**config.mk**
```make
export PLATFORM = sky130hd
export DESIGN_NAME = ch_list_merge
export DESIGN_NICKNAME = d
export VERILOG_FILES = /design/src/rtl/ch_list_pkg.sv /design/src/rtl/chlist_addr_gen.sv /design/src/rtl/ch_list_merge.sv
export SDC_FILE = /design/constraint.sdc
export NUM_CORES = 1
export LEC_CHECK = 0
export ABC_AREA = 1
export CAP_MARGIN = 10
export CORE_MARGIN = 2
export CORE_UTILIZATION = 30
export CTS_CLUSTER_DIAMETER = 50
export DETAILED_ROUTE_END_ITERATION = 12
export PLACE_DENSITY = 0.49
export SETUP_SLACK_MARGIN = 0.1
export SKIP_CTS_REPAIR_TIMING = 1
export SLEW_MARGIN = 20
export SYNTH_ARGS = -nofsm -noshare
export SYNTH_HDL_FRONTEND = slang
export SYNTH_SLANG_ARGS = --single-unit
```
**constraint.sdc**
```tcl
create_clock -name clk -period 3.3 [get_ports clk]
set_input_delay 0.33 -clock clk [delete_from_list [all_inputs] [get_ports clk]]
set_output_delay 0.33 -clock clk [all_outputs]
set_load 0.01 [all_outputs]
```
**src/rtl/ch_list_pkg.sv**
```systemverilog
// Shared types and constants for the chID list merge block.
// State encoding, RAM map bases and the default sizing of the slot tables.
// The optional hops/qValue update path is enabled by defining CHLIST_HOPS_QV_EN.
package ch_list_pkg;

    // Default sizing
    localparam int WORD_W_DEF   = 16;
    localparam int ADDR_W_DEF   = 11;
    localparam int MAX_NBR_DEF  = 8;
    localparam int MAX_CHID_DEF = 8;

    // Byte addresses of the shared RAM tables (words at 2-byte stride)
    localparam int NBR_CNT_ADDR = 'h2B4;
    localparam int KCH_CNT_ADDR = 'h2B2;
    localparam int KCH_BASE     = 'h012;
    localparam int HOPS_BASE    = 'h032;
    localparam int QV_BASE      = 'h052;
    localparam int CID_CNT_BASE = 'h2B8;
    localparam int CID_BASE     = 'h1B2;

    typedef enum logic [3:0] {
        ST_IDLE    = 4'd0,
        ST_RD_NBR  = 4'd1,
        ST_RD_KCNT = 4'd2,
        ST_RD_KCH  = 4'd3,
        ST_RD_CCNT = 4'd4,
        ST_SCAN    = 4'd5,
        ST_APPEND  = 4'd6,
        ST_WR_CNT  = 4'd7,
        ST_RD_HOPS = 4'd8,
        ST_WR_QV   = 4'd9,
        ST_NEXT    = 4'd10,
        ST_DONE    = 4'd11
    } state_t;

    // Byte address of slot k in row i of a per-neighbour table (default row width)
    function automatic int unsigned slot_addr(input int unsigned base,
                                              input int unsigned i,
                                              input int unsigned k);
        return base + 2 * (i * MAX_CHID_DEF + k);
    endfunction

endpackage

```
**src/rtl/chlist_addr_gen.sv**
```systemverilog
// Combinational RAM address selection for the chID list merge FSM.
// Each state owns exactly one table; idle/bookkeeping states drive address 0.
module chlist_addr_gen
    import ch_list_pkg::*;
#(
    parameter int WORD_W   = WORD_W_DEF,
    parameter int ADDR_W   = ADDR_W_DEF,
    parameter int MAX_CHID = MAX_CHID_DEF
) (
    input  state_t            state,
    input  logic [WORD_W-1:0] i_idx,
    input  logic [WORD_W-1:0] j_idx,
    input  logic [WORD_W-1:0] k_idx,
    output logic [ADDR_W-1:0] mem_addr
);

    logic [31:0] slot_off;
    logic [31:0] full_addr;

    // Byte offset of slot (i,k) inside a row-major per-neighbour table
    assign slot_off = ((32'(i_idx) * 32'(MAX_CHID)) + 32'(k_idx)) << 1;

    // Pick the table address belonging to the current state
    always_comb begin
        full_addr = 32'd0;
        case (state)
            ST_RD_NBR:            full_addr = 32'(NBR_CNT_ADDR);
            ST_RD_KCNT:           full_addr = 32'(KCH_CNT_ADDR);
            ST_RD_KCH:            full_addr = 32'(KCH_BASE) + (32'(j_idx) << 1);
            ST_RD_HOPS:           full_addr = 32'(HOPS_BASE) + (32'(j_idx) << 1);
            ST_RD_CCNT, ST_WR_CNT: full_addr = 32'(CID_CNT_BASE) + (32'(i_idx) << 1);
            ST_SCAN, ST_APPEND:   full_addr = 32'(CID_BASE) + slot_off;
            ST_WR_QV:             full_addr = 32'(QV_BASE) + slot_off;
            default:              full_addr = 32'd0;
        endcase
    end

    assign mem_addr = ADDR_W'(full_addr);

endmodule

```
**src/rtl/ch_list_merge.sv**
```systemverilog
// Known-CH / chID list merge engine.
// For every known CH j and neighbour i, scans chID[i][*] and appends CH j when
// absent (bounded by MAX_CHID, sticky overflow otherwise), then bumps chIDcount[i].
// Every read spends two cycles: phase 0 presents the address, phase 1 captures
// the data returned by the single-cycle-latency RAM.
// Optional: define CHLIST_HOPS_QV_EN to also write qValue[i][cnt] = hops[j]+1
// after each append.
module ch_list_merge
    import ch_list_pkg::*;
#(
    parameter int WORD_W   = WORD_W_DEF,
    parameter int ADDR_W   = ADDR_W_DEF,
    parameter int MAX_NBR  = MAX_NBR_DEF,
    parameter int MAX_CHID = MAX_CHID_DEF
) (
    input  logic              clk,
    input  logic              nrst,
    input  logic              start,
    output logic              busy,
    output logic              done,
    output logic              overflow,
    output logic [ADDR_W-1:0] mem_addr,
    output logic              mem_wr_en,
    output logic [WORD_W-1:0] mem_wdata,
    input  logic [WORD_W-1:0] mem_rdata
);

    state_t            state_reg, state_next;
    logic              phase_reg, phase_next;
    logic [WORD_W-1:0] i_reg, i_next;
    logic [WORD_W-1:0] j_reg, j_next;
    logic [WORD_W-1:0] k_reg, k_next;
    logic [WORD_W-1:0] nbr_reg, nbr_next;
    logic [WORD_W-1:0] kcnt_reg, kcnt_next;
    logic [WORD_W-1:0] cnt_reg, cnt_next;
    logic [WORD_W-1:0] kch_reg, kch_next;
    logic [WORD_W-1:0] hops_reg, hops_next;
    logic              ovf_reg, ovf_next;

    logic [ADDR_W-1:0] addr_w;
    logic [WORD_W-1:0] nbr_clamped;
    logic [WORD_W-1:0] cnt_clamped;
    logic [WORD_W:0]   i_inc;
    logic [WORD_W:0]   j_inc;

    chlist_addr_gen #(
        .WORD_W   (WORD_W),
        .ADDR_W   (ADDR_W),
        .MAX_CHID (MAX_CHID)
    ) u_addr_gen (
        .state    (state_reg),
        .i_idx    (i_reg),
        .j_idx    (j_reg),
        .k_idx    (k_reg),
        .mem_addr (addr_w)
    );

    // Clamp stored counts so a corrupt table can never index past a row
    assign nbr_clamped = (mem_rdata > WORD_W'(MAX_NBR))  ? WORD_W'(MAX_NBR)  : mem_rdata;
    assign cnt_clamped = (mem_rdata > WORD_W'(MAX_CHID)) ? WORD_W'(MAX_CHID) : mem_rdata;
    assign i_inc       = {1'b0, i_reg} + 1'b1;
    assign j_inc       = {1'b0, j_reg} + 1'b1;

    // State and datapath registers with synchronous active-low reset
    always_ff @(posedge clk) begin
        if (!nrst) begin
            state_reg <= ST_IDLE;
            phase_reg <= 1'b0;
            i_reg     <= '0;
            j_reg     <= '0;
            k_reg     <= '0;
            nbr_reg   <= '0;
            kcnt_reg  <= '0;
            cnt_reg   <= '0;
            kch_reg   <= '0;
            hops_reg  <= '0;
            ovf_reg   <= 1'b0;
        end else begin
            state_reg <= state_next;
            phase_reg <= phase_next;
            i_reg     <= i_next;
            j_reg     <= j_next;
            k_reg     <= k_next;
            nbr_reg   <= nbr_next;
            kcnt_reg  <= kcnt_next;
            cnt_reg   <= cnt_next;
            kch_reg   <= kch_next;
            hops_reg  <= hops_next;
            ovf_reg   <= ovf_next;
        end
    end

    // Next-state and datapath update logic
    always_comb begin
        state_next = state_reg;
        phase_next = phase_reg;
        i_next     = i_reg;
        j_next     = j_reg;
        k_next     = k_reg;
        nbr_next   = nbr_reg;
        kcnt_next  = kcnt_reg;
        cnt_next   = cnt_reg;
        kch_next   = kch_reg;
        hops_next  = hops_reg;
        ovf_next   = ovf_reg;
        case (state_reg)
            ST_IDLE: begin
                if (start) begin
                    state_next = ST_RD_NBR;
                    phase_next = 1'b0;
                    i_next     = '0;
                    j_next     = '0;
                    k_next     = '0;
                    nbr_next   = '0;
                    kcnt_next  = '0;
                    cnt_next   = '0;
                    ovf_next   = 1'b0;
                end
            end
            ST_RD_NBR: begin
                phase_next = ~phase_reg;
                if (phase_reg) begin
                    nbr_next   = nbr_clamped;
                    state_next = ST_RD_KCNT;
                end
            end
            ST_RD_KCNT: begin
                phase_next = ~phase_reg;
                if (phase_reg) begin
                    kcnt_next = mem_rdata;
                    if (nbr_reg == '0 || mem_rdata == '0) begin
                        state_next = ST_DONE;
                    end else begin
                        state_next = ST_RD_KCH;
                    end
                end
            end
            ST_RD_KCH: begin
                phase_next = ~phase_reg;
                if (phase_reg) begin
                    kch_next   = mem_rdata;
                    state_next = ST_RD_CCNT;
                end
            end
            ST_RD_CCNT: begin
                phase_next = ~phase_reg;
                if (phase_reg) begin
                    cnt_next   = cnt_clamped;
                    k_next     = '0;
                    state_next = ST_SCAN;
                end
            end
            ST_SCAN: begin
                if (k_reg >= cnt_reg) begin
                    // Whole list scanned without a hit: append if there is room
                    phase_next = 1'b0;
                    if (cnt_reg < WORD_W'(MAX_CHID)) begin
                        state_next = ST_APPEND;
                    end else begin
                        ovf_next   = 1'b1;
                        state_next = ST_NEXT;
                    end
                end else begin
                    phase_next = ~phase_reg;
                    if (phase_reg) begin
                        if (mem_rdata == kch_reg) begin
                            state_next = ST_NEXT;
                        end else begin
                            k_next = k_reg + 1'b1;
                        end
                    end
                end
            end
            ST_APPEND: begin
                state_next = ST_WR_CNT;
            end
            ST_WR_CNT: begin
`ifdef CHLIST_HOPS_QV_EN
                state_next = ST_RD_HOPS;
                phase_next = 1'b0;
`else
                state_next = ST_NEXT;
`endif
            end
            ST_RD_HOPS: begin
                phase_next = ~phase_reg;
                if (phase_reg) begin
                    hops_next  = mem_rdata;
                    state_next = ST_WR_QV;
                end
            end
            ST_WR_QV: begin
                state_next = ST_NEXT;
            end
            ST_NEXT: begin
                phase_next = 1'b0;
                if (i_inc >= {1'b0, nbr_reg}) begin
                    i_next = '0;
                    if (j_inc >= {1'b0, kcnt_reg}) begin
                        state_next = ST_DONE;
                    end else begin
                        j_next     = j_inc[WORD_W-1:0];
                        state_next = ST_RD_KCH;
                    end
                end else begin
                    i_next     = i_inc[WORD_W-1:0];
                    state_next = ST_RD_KCH;
                end
            end
            ST_DONE: begin
                state_next = ST_IDLE;
            end
            default: begin
                state_next = ST_IDLE;
                phase_next = 1'b0;
            end
        endcase
    end

    // Outputs decoded from state; all forced low while reset is held
    always_comb begin
        busy      = 1'b0;
        done      = 1'b0;
        overflow  = 1'b0;
        mem_addr  = '0;
        mem_wr_en = 1'b0;
        mem_wdata = '0;
        if (nrst) begin
            overflow = ovf_reg;
            mem_addr = addr_w;
            case (state_reg)
                ST_IDLE: begin
                end
                ST_DONE: begin
                    done = 1'b1;
                end
                ST_APPEND: begin
                    busy      = 1'b1;
                    mem_wr_en = 1'b1;
                    mem_wdata = kch_reg;
                end
                ST_WR_CNT: begin
                    busy      = 1'b1;
                    mem_wr_en = 1'b1;
                    mem_wdata = cnt_reg + 1'b1;
                end
                ST_WR_QV: begin
                    busy      = 1'b1;
                    mem_wr_en = 1'b1;
                    mem_wdata = hops_reg + 1'b1;
                end
                default: begin
                    busy = 1'b1;
                end
            endcase
        end
    end

endmodule
```
Yosys cells after proc, flatten, opt, wreduce, memory -nomap -nowiden

Index checks and enable logic that the tools add are counted.

Mux-type cells: 48
Add/sub/neg operators: 11
Eq/ne operators: 27
Order comparisons: 5
Bitwise operators: 2
Reduce and logical (&&, ||, !) cells: 28

Operator list:

| cell                                                 | number |
|---|---|
| two-way mux 16 bit                                   | 12 |
| one-hot mux 16 bit (2 select lines)                  | 5 |
| one-hot mux 16 bit (3 select lines)                  | 2 |
| one-hot mux 11 bit (7 select lines)                  | 1 |
| two-way mux 4 bit                                    | 13 |
| adder 16 x 1 -> 16 bit (second input constant)       | 3 |
| one-hot mux 4 bit (10 select lines)                  | 1 |
| adder 16 x 1 -> 17 bit (second input constant)       | 2 |
| greater-or-equal comparator 17 x 16 -> 1 bit         | 2 |
| logical NOT 16 bit                                   | 2 |
| != test 2 bit (second input constant)                | 13 |
| == test 16 bit                                       | 1 |
| == test 4 x 3 -> 1 bit (second input constant)       | 4 |
| == test 4 bit (second input constant)                | 4 |
| greater-or-equal comparator 16 bit                   | 1 |
| > comparator 16 x 4 -> 1 bit (second input constant) | 1 |
| < comparator 16 x 4 -> 1 bit (second input constant) | 1 |
| adder 10 x 11 -> 11 bit (first input constant)       | 1 |
| adder 5 x 11 -> 11 bit (first input constant)        | 1 |
| adder 6 x 11 -> 11 bit (first input constant)        | 1 |
| adder 7 x 11 -> 11 bit (first input constant)        | 1 |
| adder 9 x 11 -> 11 bit (first input constant)        | 1 |
| two-way mux 1 bit                                    | 11 |
| two-way mux 11 bit                                   | 1 |
| other kinds (20)                                     | 36 |

Register bits after elaboration: 134
Word-level logic and storage cells: 132
Bits of input ports: 19

Logic depth before layout (Yosys ltp)

Gate-level depths: netlist (run 1).

Depth in word-level cells: 5
Gate-level depth with buffers: 24
Depth with buffers taken out: 23

By module

From an unflattened synthesis (run 1), not the netlist that was laid out.

Cells, all modules: 1547
Area total of the unflattened synthesis: 9872.0 um^2

Modules (own cells, without submodules):

| module          | cells each | times used | area an instance (um^2) |
|---|---|---|---|
| ch_list_merge   | 1313       | 1          | 8632.0 |
| chlist_addr_gen | 234        | 1          | 1239.9 |

Worst setup path before layout (run 1)

No wires, ideal clock.

Path type: reg2out
From: register k_reg[3]
To: output mem_addr[9]
Data required time: 2970 ps
Cell stages (with the launch flop): 14
Arrival time: 2473 ps
Slack: 497 ps
Path buffers: 0
Path through: dfxtp_1 -> ha_1 -> inv_1 -> fa_1 -> nand3b_1 -> nand2_1 -> xnor2_1 -> inv_1 -> ha_1 -> a21oi_1 -> o221ai_1 -> xor2_1 -> nand2_1 -> a31oi_1

Word-level cells in the longest chain between the ends: 4
Elaborated cells on any way between the ends: 5

RTL lines:

| what                                                             | line                                         | text |
|---|---|---|
| from (decl)                                                      | ch_list_merge.sv:32                          | `logic [WORD_W-1:0] k_reg, k_next;` |
| from (signal assigned)                                           | ch_list_merge.sv:83                          | `k_reg <= k_next;` |
| adder 10 bit *                                                   | chlist_addr_gen.sv:21                        | `assign slot_off = ((32'(i_idx) * 32'(MAX_CHID)) + 32'(k_idx)) << 1;` |
| adder 7 x 11 -> 11 bit or adder 9 x 11 -> 11 bit (tied branches) | chlist_addr_gen.sv:33, chlist_addr_gen.sv:32 |  |
| one-hot mux 11 bit (7 select lines) *                            | chlist_addr_gen.sv:26                        | `case (state)` |
| two-way mux 11 bit *                                             | ch_list_merge.sv:228                         | `if (nrst) begin` |
| to (decl)                                                        | ch_list_merge.sv:22                          | `output logic [ADDR_W-1:0] mem_addr,` |

Mark *: on every way between the ends. The rest lies on a longest branch, timed or not.

Worst setup path after layout (run 1)

From: register j_reg[1]
To: register j_reg[2]

Word-level cells in the longest chain between the ends: 4
Elaborated cells on any way between the ends: 7

RTL lines:

| what                                                                                        | line                 | text |
|---|---|---|
| from (decl)                                                                                 | ch_list_merge.sv:31  | `logic [WORD_W-1:0] j_reg, j_next;` |
| from (signal assigned)                                                                      | ch_list_merge.sv:82  | `j_reg <= j_next;` |
| adder 16 x 1 -> 17 bit *                                                                    | ch_list_merge.sv:62  | `assign j_inc = {1'b0, j_reg} + 1'b1;` |
| greater-or-equal comparator 17 x 16 -> 1 bit or two-way mux 16 bit (tied branches)          | ch_list_merge.sv:199 | `if (j_inc >= {1'b0, kcnt_reg}) begin` |
| != test 2 bit (no source line) or two-way mux 16 bit (tied branches)                        | n/a                  |  |
| AND reduction 4 bit (no source line) or one-hot mux 16 bit (2 select lines) (tied branches) | n/a                  |  |

Mark *: on every way between the ends. The rest lies on a longest branch, timed or not. The select of a mux whose other input is x is not followed.
A chain may end at the register's enable or synchronous reset.

==> results.json, run 1 <==
{
  "drv_cap": 0,
  "hold_start": "nbr_reg[2]$_SDFFE_PN0P_",
  "finalNetCount": 1661,
  "drive_above_1_share_pct": 16.9,
  "critPathMaxStageDelay_ns": 0.35,
  "synthDistinctLibCells": 47,
  "grt_pass1_wl_um": 48000,
  "ioPinCount": 50,
  "critPathMaxFanout": 8,
  "clkLatencyLatePin_ns": 0.44,
  "hpwl_um": 23000,
  "max-slew-margin-rel_pct": 43.6,
  "finalClockSkew_ns": 0.0151,
  "cts.clk_slew.worst_paths_ns": 0.07,
  "drtPass1Iterations": 6,
  "vias": 9613,
  "pwr-share-clk_pct": 29.6,
  "max_freq_ghz": 0.310,
  "synth_top_area_cell": "dfxtp_1",
  "synth-seq-cells": 134,
  "setup_viol": 0,
  "core_area_um2": 31500,
  "die_height_um": 182,
  "yosysMostFrequentCell": "nand2_1",
  "syn_area_um2": 9550,
  "synth-async-reset-ratio_pct": 0,
  "cts_max_level": 4,
  "drc_errors": 0,
  "cts.sinks": 134,
  "rsz0062_at_grt": "true",
  "routed_via_density": 4.83,
  "status": "completed",
  "p_sw_mw": 2.61,
  "antenna_found_initial": 0,
  "crit_path_end_kind": "flop",
  "postRouteAntennaNets": 0,
  "holdPathEnd": "nbr_reg[2]$_SDFFE_PN0P_",
  "swShare_pct": 40.6,
  "start_kind": "flop",
  "synth.area.top_cells": "dfxtp_1 28%, nand2_1 15%, inv_1 8.5%",
  "hold_ws_ns": 0.469,
  "power.leakage_nw": 5.31,
  "cts_tree": "yes",
  "wl_per_cell_um": 15.4,
  "avgSynthCellArea_um2": 6.38,
  "placed_cell_area_um2": 10700,
  "wl_um": 30700,
  "rr_startpoint": "j_reg[1]$_SDFFE_PN0P_",
  "start_util_pct": 30.3,
  "post-route-min-period_ns": 3.23,
  "worst_ep_required_time_ns": 3.63,
  "dieArea_um2": 33300,
  "numCtsBuffers": 17,
  "die_w_um": 182,
  "grt.overflow.total": 0,
  "syn_inst": 1496,
  "gp_congestion": 0.843,
  "power.density_nw_per_um2": 536,
  "grt_pass1_vias": 8932,
  "vdd_ir_drop_max_mv": 0.399,
  "finalInstanceArea_um2": 12000,
  "seq_area_frac_synth_pct": 28.1,
  "yosysTopAreaCellShare_pct": 28.1,
  "multi_input_area_um2": 6300,
  "regArea_um2": 2700,
  "cp_slowest_cell": "dfxtp_2",
  "ys_warn_count": 0,
  "critPathKind": "flop to flop",
  "p_seq_share_pct": 30.4,
  "synth_common_cells": "387 x nand2_1, 217 x inv_1, 161 x a21oi_1, 134 x dfxtp_1, 129 x nor2_1",
  "p_comb_share_pct": 40.0,
  "crit_arrival_ns": 3.56,
  "ff2ff_path_depth": 21,
  "fin_cells": 1991,
  "areaGrowthSynthToFinish_pct": 25.6,
  "grt_usage_pct": 18.3,
  "fillCellCount": 3382,
  "postLayoutCoreUtil_pct": 38.1,
  "finalHoldViolations": 0,
  "period_share_pct": 97.9,
  "dpl.cell_count": 1945,
  "synth_top_flop_cell": "dfxtp_1",
  "reg2reg_slack_ns": 0.07,
  "path_cells": "ha_4, nand2_4, nor2_4, inv_2, nor2_1, nand2_1, nor4_2, buf_4, xor2_4, ha_4, nand2_2, nor2_1, nand4_1, nand3_1, nor2_2, nand3_4, nand2_4, nand3_4, clkbuf_16, a21oi_2, nor2_1",
  "numPortBuffers": 48,
  "report.final.slew_viol_count": 0,
  "grt_start_max_net_pins": 61,
  "synth_enable_flop_cells": 0,
  "syn_nets": 1581,
  "tightest_slew_ns": 0.843,
  "internal_power_mw": 3.82,
  "min_path_cells": 2,
  "cts_buffer_depth": 2,
  "r2r_end": "j_reg[2]$_SDFFE_PN0P_",
  "dr.first_iter.drc_count": 714,
  "root_buffer": "clkbuf_16",
  "diodes": 0,
  "crit_top_cell": "nor2_1",
  "rows": 65,
  "worst_hold_path_type": "flop to flop"
}
-- placed cells by master (no fill, tap or decap), drive strengths merged, types with 35 or more instances in the layout --
| cell type | netlist | layout |
|---|---|---|
| a21oi | 163 | 163 |
| buf | 19 | 66 |
| dfxtp | 134 | 134 |
| ha | 65 | 65 |
| inv | 225 | 227 |
| nand2 | 396 | 396 |
| nand3 | 76 | 76 |
| nor2 | 150 | 150 |
| nor3 | 43 | 43 |
| o21ai | 83 | 83 |
| xor2 | 35 | 35 |
-- routing by layer --
metal	vias to the layer above	routed length (um)	global-route usage, %
met5	-	0	0
met3	27	1320	2.93
met2	203	13700	29.2
met1	4404	15100	25.5
li1	4979	-	-
met4	0	538	4.97
-- cell families (layout without fill, tap and decap cells) --
| group | count (synthesis) | count (layout) | synth area share [%] |
|---|---|---|---|
| AND/OR/NAND/NOR | 703 | 703 | 32.1 |
| buffers and inverters | 278 | 371 | 11.7 |
| AO/OA/AOI/OAI | 271 | 271 | 15.4 |
| flip-flops | 134 | 134 | 28.1 |
| adder cells (fa/ha/maj) | 66 | 66 | 8.73 |
| XOR/XNOR | 43 | 43 | 3.94 |
| other | 1 | 1 | 0.0393 |
-- metrics by stage --
step	TNS, ns	power, mW	setup WS [ns]
after floorplan	0	3.42	0.497
after global placement	0	4.08	0.0363
after detailed placement	0	4.09	0.00195
after CTS	-3.07	6.00	-0.480
after global routing	-1.15	6.85	-0.165
final	0	6.42	0.0693
-- worst max-delay path by stage --
stage / to / startpoint / cells after the start / slack, ns
after global placement: mem_addr[10] / i_reg[2]$_SDFFE_PN0P_ / 17 / 0.04
after floorplan: mem_addr[9] / k_reg[3]$_SDFFE_PN0P_ / 13 / 0.50
after global routing: mem_addr[10] / k_reg[5]$_SDFFE_PN0P_ / 17 / -0.16
after CTS: mem_addr[10] / i_reg[2]$_SDFFE_PN0P_ / 17 / -0.48
after detailed placement: mem_addr[9] / i_reg[0]$_SDFFE_PN0P_ / 14 / 0.002
final: j_reg[2]$_SDFFE_PN0P_ / j_reg[1]$_SDFFE_PN0P_ / 21 / 0.07
-- area by class of cell --
type / count / share of cell area (%)
Tap cell: 402 / 4.20
Inverter: 226 / 7.14
Clock inverter: 13 / 1.03
Timing Repair Buffer: 113 / 8.88
Clock buffer: 19 / 3.69
Multi-Input combinational cell: 1084 / 52.5
Sequential cell: 134 / 22.5
-- worst max-delay path, delay by kind of cell (launching register included) --
family / cells / cell delay (ns)
buffers and inverters: 3 / 0.48
DFF: 1 / 0.35
AOI/OAI and AO/OA: 1 / 0.11
xor gates and xnor gates: 1 / 0.19
and+or+nand+nor: 14 / 1.62
adders and majority gates: 2 / 0.38
-- power groups by stage --
stage          Clock, mW  Sequential, mW  Combinational, mW
3_3_place_gp           0            1.97               2.11
5_1_grt             2.00            1.98               2.87
6_report            1.90            1.95               2.57
2_1_floorplan          0            1.93               1.48
3_5_place_dp           0            1.97               2.12
4_1_cts             1.93            1.94               2.13
(Power assumes the default switching activity.)
==> run 2, diff against run 1 <==
--- a/config.mk
+++ b/config.mk
@@ -6,6 +6,7 @@
 export NUM_CORES = 1
 export LEC_CHECK = 0
 export ABC_AREA = 1
+export ABC_CLOCK_PERIOD_IN_PS = 3300
 export CAP_MARGIN = 10
 export CORE_MARGIN = 2
 export CORE_UTILIZATION = 30
==> results of run 2 <==
Final layout, timing and power as in run 1 (identical DEF).
==> run 3, diff against run 2 <==
--- a/config.mk
+++ b/config.mk
@@ -7,12 +7,14 @@
 export LEC_CHECK = 0
 export ABC_AREA = 1
 export ABC_CLOCK_PERIOD_IN_PS = 3300
-export CAP_MARGIN = 10
+export CAP_MARGIN = 20
+export CELL_PAD_IN_SITES_DETAIL_PLACEMENT = 1
+export CELL_PAD_IN_SITES_GLOBAL_PLACEMENT = 2
 export CORE_MARGIN = 2
 export CORE_UTILIZATION = 30
 export CTS_CLUSTER_DIAMETER = 50
 export DETAILED_ROUTE_END_ITERATION = 12
-export PLACE_DENSITY = 0.49
+export PLACE_DENSITY_LB_ADDON = 0.3
 export SETUP_SLACK_MARGIN = 0.1
 export SKIP_CTS_REPAIR_TIMING = 1
 export SLEW_MARGIN = 20
==> results.json, run 3 (synthesis results as in run 1) <==
{
  "drtPass1Iterations": 4,
  "post-route-min-period_ns": 3.32,
  "fillCellCount": 4008,
  "critPathKind": "flop to primary output",
  "hold_ws_ns": 0.348,
  "vdd_ir_drop_max_mv": 0.404,
  "fin_cells": 1999,
  "tightest_slew_ns": 0.931,
  "antenna_found_initial": 2,
  "postRouteAntennaNets": 0,
  "finalNetCount": 1669,
  "grt_start_max_net_pins": 44,
  "final_cell_mix": "355 x nand2_1, 211 x inv_1, 138 x a21oi_1",
  "status": "complete, but fails checks",
  "power.leakage_nw": 5.28,
  "start_kind": "flop",
  "multi_input_area_um2": 6290,
  "dieArea_um2": 33300,
  "worst_hold_path_type": "input pin to flop",
  "dpl.cell_count": 1950,
  "report.final.slew_viol_count": 0,
  "cts.sinks": 134,
  "cts_buffer_depth": 2,
  "cts_tree": "yes",
  "p_total_mw": 6.43,
  "clkLatencyLatePin_ns": 0.43,
  "critPathBufInv": 3,
  "root_buffer": "clkbuf_16",
  "max-slew-margin-rel_pct": 37.8,
  "hpwl_um": 26100,
  "finalHoldViolations": 0,
  "die_height_um": 182,
  "violations": "negative setup slack",
  "crit_path_end_kind": "primary output",
  "power.density_nw_per_um2": 535,
  "finalInstanceArea_um2": 12000,
  "drc_errors": 0,
  "period_share_pct": 101,
  "placed_cell_area_um2": 10700,
  "grt_usage_pct": 20.3,
  "drive_above_1_share_pct": 17.7,
  "numPortBuffers": 48,
  "start_util_pct": 30.3,
  "pre_cts_ws_ns": -0.0150,
  "cp_slowest_cell": "dfxtp_2",
  "setup_tns_ns": -0.0213,
  "postLayoutCoreUtil_pct": 38.1,
  "crit_arrival_ns": 2.99,
  "crit_top_cell": "nand2_1",
  "areaGrowthSynthToFinish_pct": 25.8,
  "routed_via_density": 4.90,
  "max_freq_ghz": 0.301,
  "critPathMaxStageDelay_ns": 0.35,
  "core_area_um2": 31500,
  "finalClockSkew_ns": 0.0113,
  "grt_pass1_vias": 9918,
  "setup_slack_ns": -0.0213,
  "final_common_cell": "nand2_1",
  "ioPinCount": 50,
  "regArea_um2": 2700,
  "crit_family": "adder cells",
  "rows": 65,
  "wl_um": 34200,
  "diodes": 0,
  "setup_viol": 1,
  "dr.first_iter.drc_count": 402,
  "grt.overflow.total": 0,
  "die_w_um": 182,
  "numCtsBuffers": 17,
  "drv_cap": 0,
  "vias": 9788,
  "critPathMaxFanout": 2,
  "wl_per_cell_um": 17.1,
  "cts.clk_slew.worst_paths_ns": 0.07,
  "cts_max_level": 4,
  "path_cells": "ha_4, inv_2, fa_2, buf_4, xnor2_1, ha_1, nand2_2, nor3_2, nand2_1, o211ai_1, nand2_1, nand2_1, nand2_1, nand2_1, nand3_2, a21oi_2, buf_2",
  "grt_pass1_wl_um": 53100,
  "rsz0062_at_grt": "true",
  "gp_congestion": 0.860,
  "worst_ep_required_time_ns": 2.97
}
-- run 3: cell types whose count changed in the layout (fill, tap and decap cells not counted), sizes merged --
cell | previous run | this run
buf | 66 | 76
clkinv | 8 | 6
inv | 227 | 225
clkbuf | 25 | 26
dlymetal6s2s | 12 | 13
-- run 3: per-layer routing --
metal  routed length (um)  track usage, %  vias to the layer above
met5                    0               0                        -
met4                  541            5.16                        0
met3                  775            3.07                       28
met2                16700            35.9                       97
met1                16100            25.8                     4691
li1                     -               -                     4972
-- run 3: where the power goes --
group | leakage, nW | switching, mW | internal (mW)
logic | 3.92 | 1.65 | 0.958
clock network | 0.263 | 0.790 | 1.07
registers | 1.09 | 0.148 | 1.81
-- run 3: worst paths after layout --
path                             start                         to  slack (ns)  cells after the start
max reg2reg      j_reg[1]$_SDFFE_PN0P_     j_reg[14]$_SDFFE_PN0P_        0.15                     24
min reg2reg  hops_reg[14]$_SDFFE_PN0P_  hops_reg[14]$_SDFFE_PN0P_        0.46                      2
min                               nrst      k_reg[1]$_SDFFE_PN0P_        0.35                      3
max              k_reg[3]$_SDFFE_PN0P_               mem_addr[10]       -0.02                     17
-- run 3: worst register-to-register path: stages, from the launching register on --
cell and delay, ns:
dfxtp_2 0.36, ha_4 0.16, nand2_4 0.06, nor2_4 0.14, inv_2 0.05, nor2_2 0.11, nand2_2 0.08, nor4_2 0.27
buf_4 0.19, nand2_2 0.05, nand2_1 0.05, nand2_1 0.06, inv_2 0.08, ha_4 0.21, nand2_4 0.08, nor2_1 0.05
nand4_1 0.08, nand3_2 0.08, nor2_2 0.13, nand3_2 0.13, nand2_2 0.11, nand3_4 0.14, clkbuf_16 0.22, a21oi_2 0.11
nor2_1 0.06
-- run 3: layout make-up --
| cell class | count | area share (%) |
|---|---|---|
| repair buffers | 121 | 9.32 |
| multi-input cells | 1084 | 52.4 |
| clock buffers | 23 | 3.90 |
| well taps | 402 | 4.19 |
| clock inverters | 9 | 0.646 |
| inverters | 226 | 7.08 |
| flip-flops and latches | 134 | 22.4 |
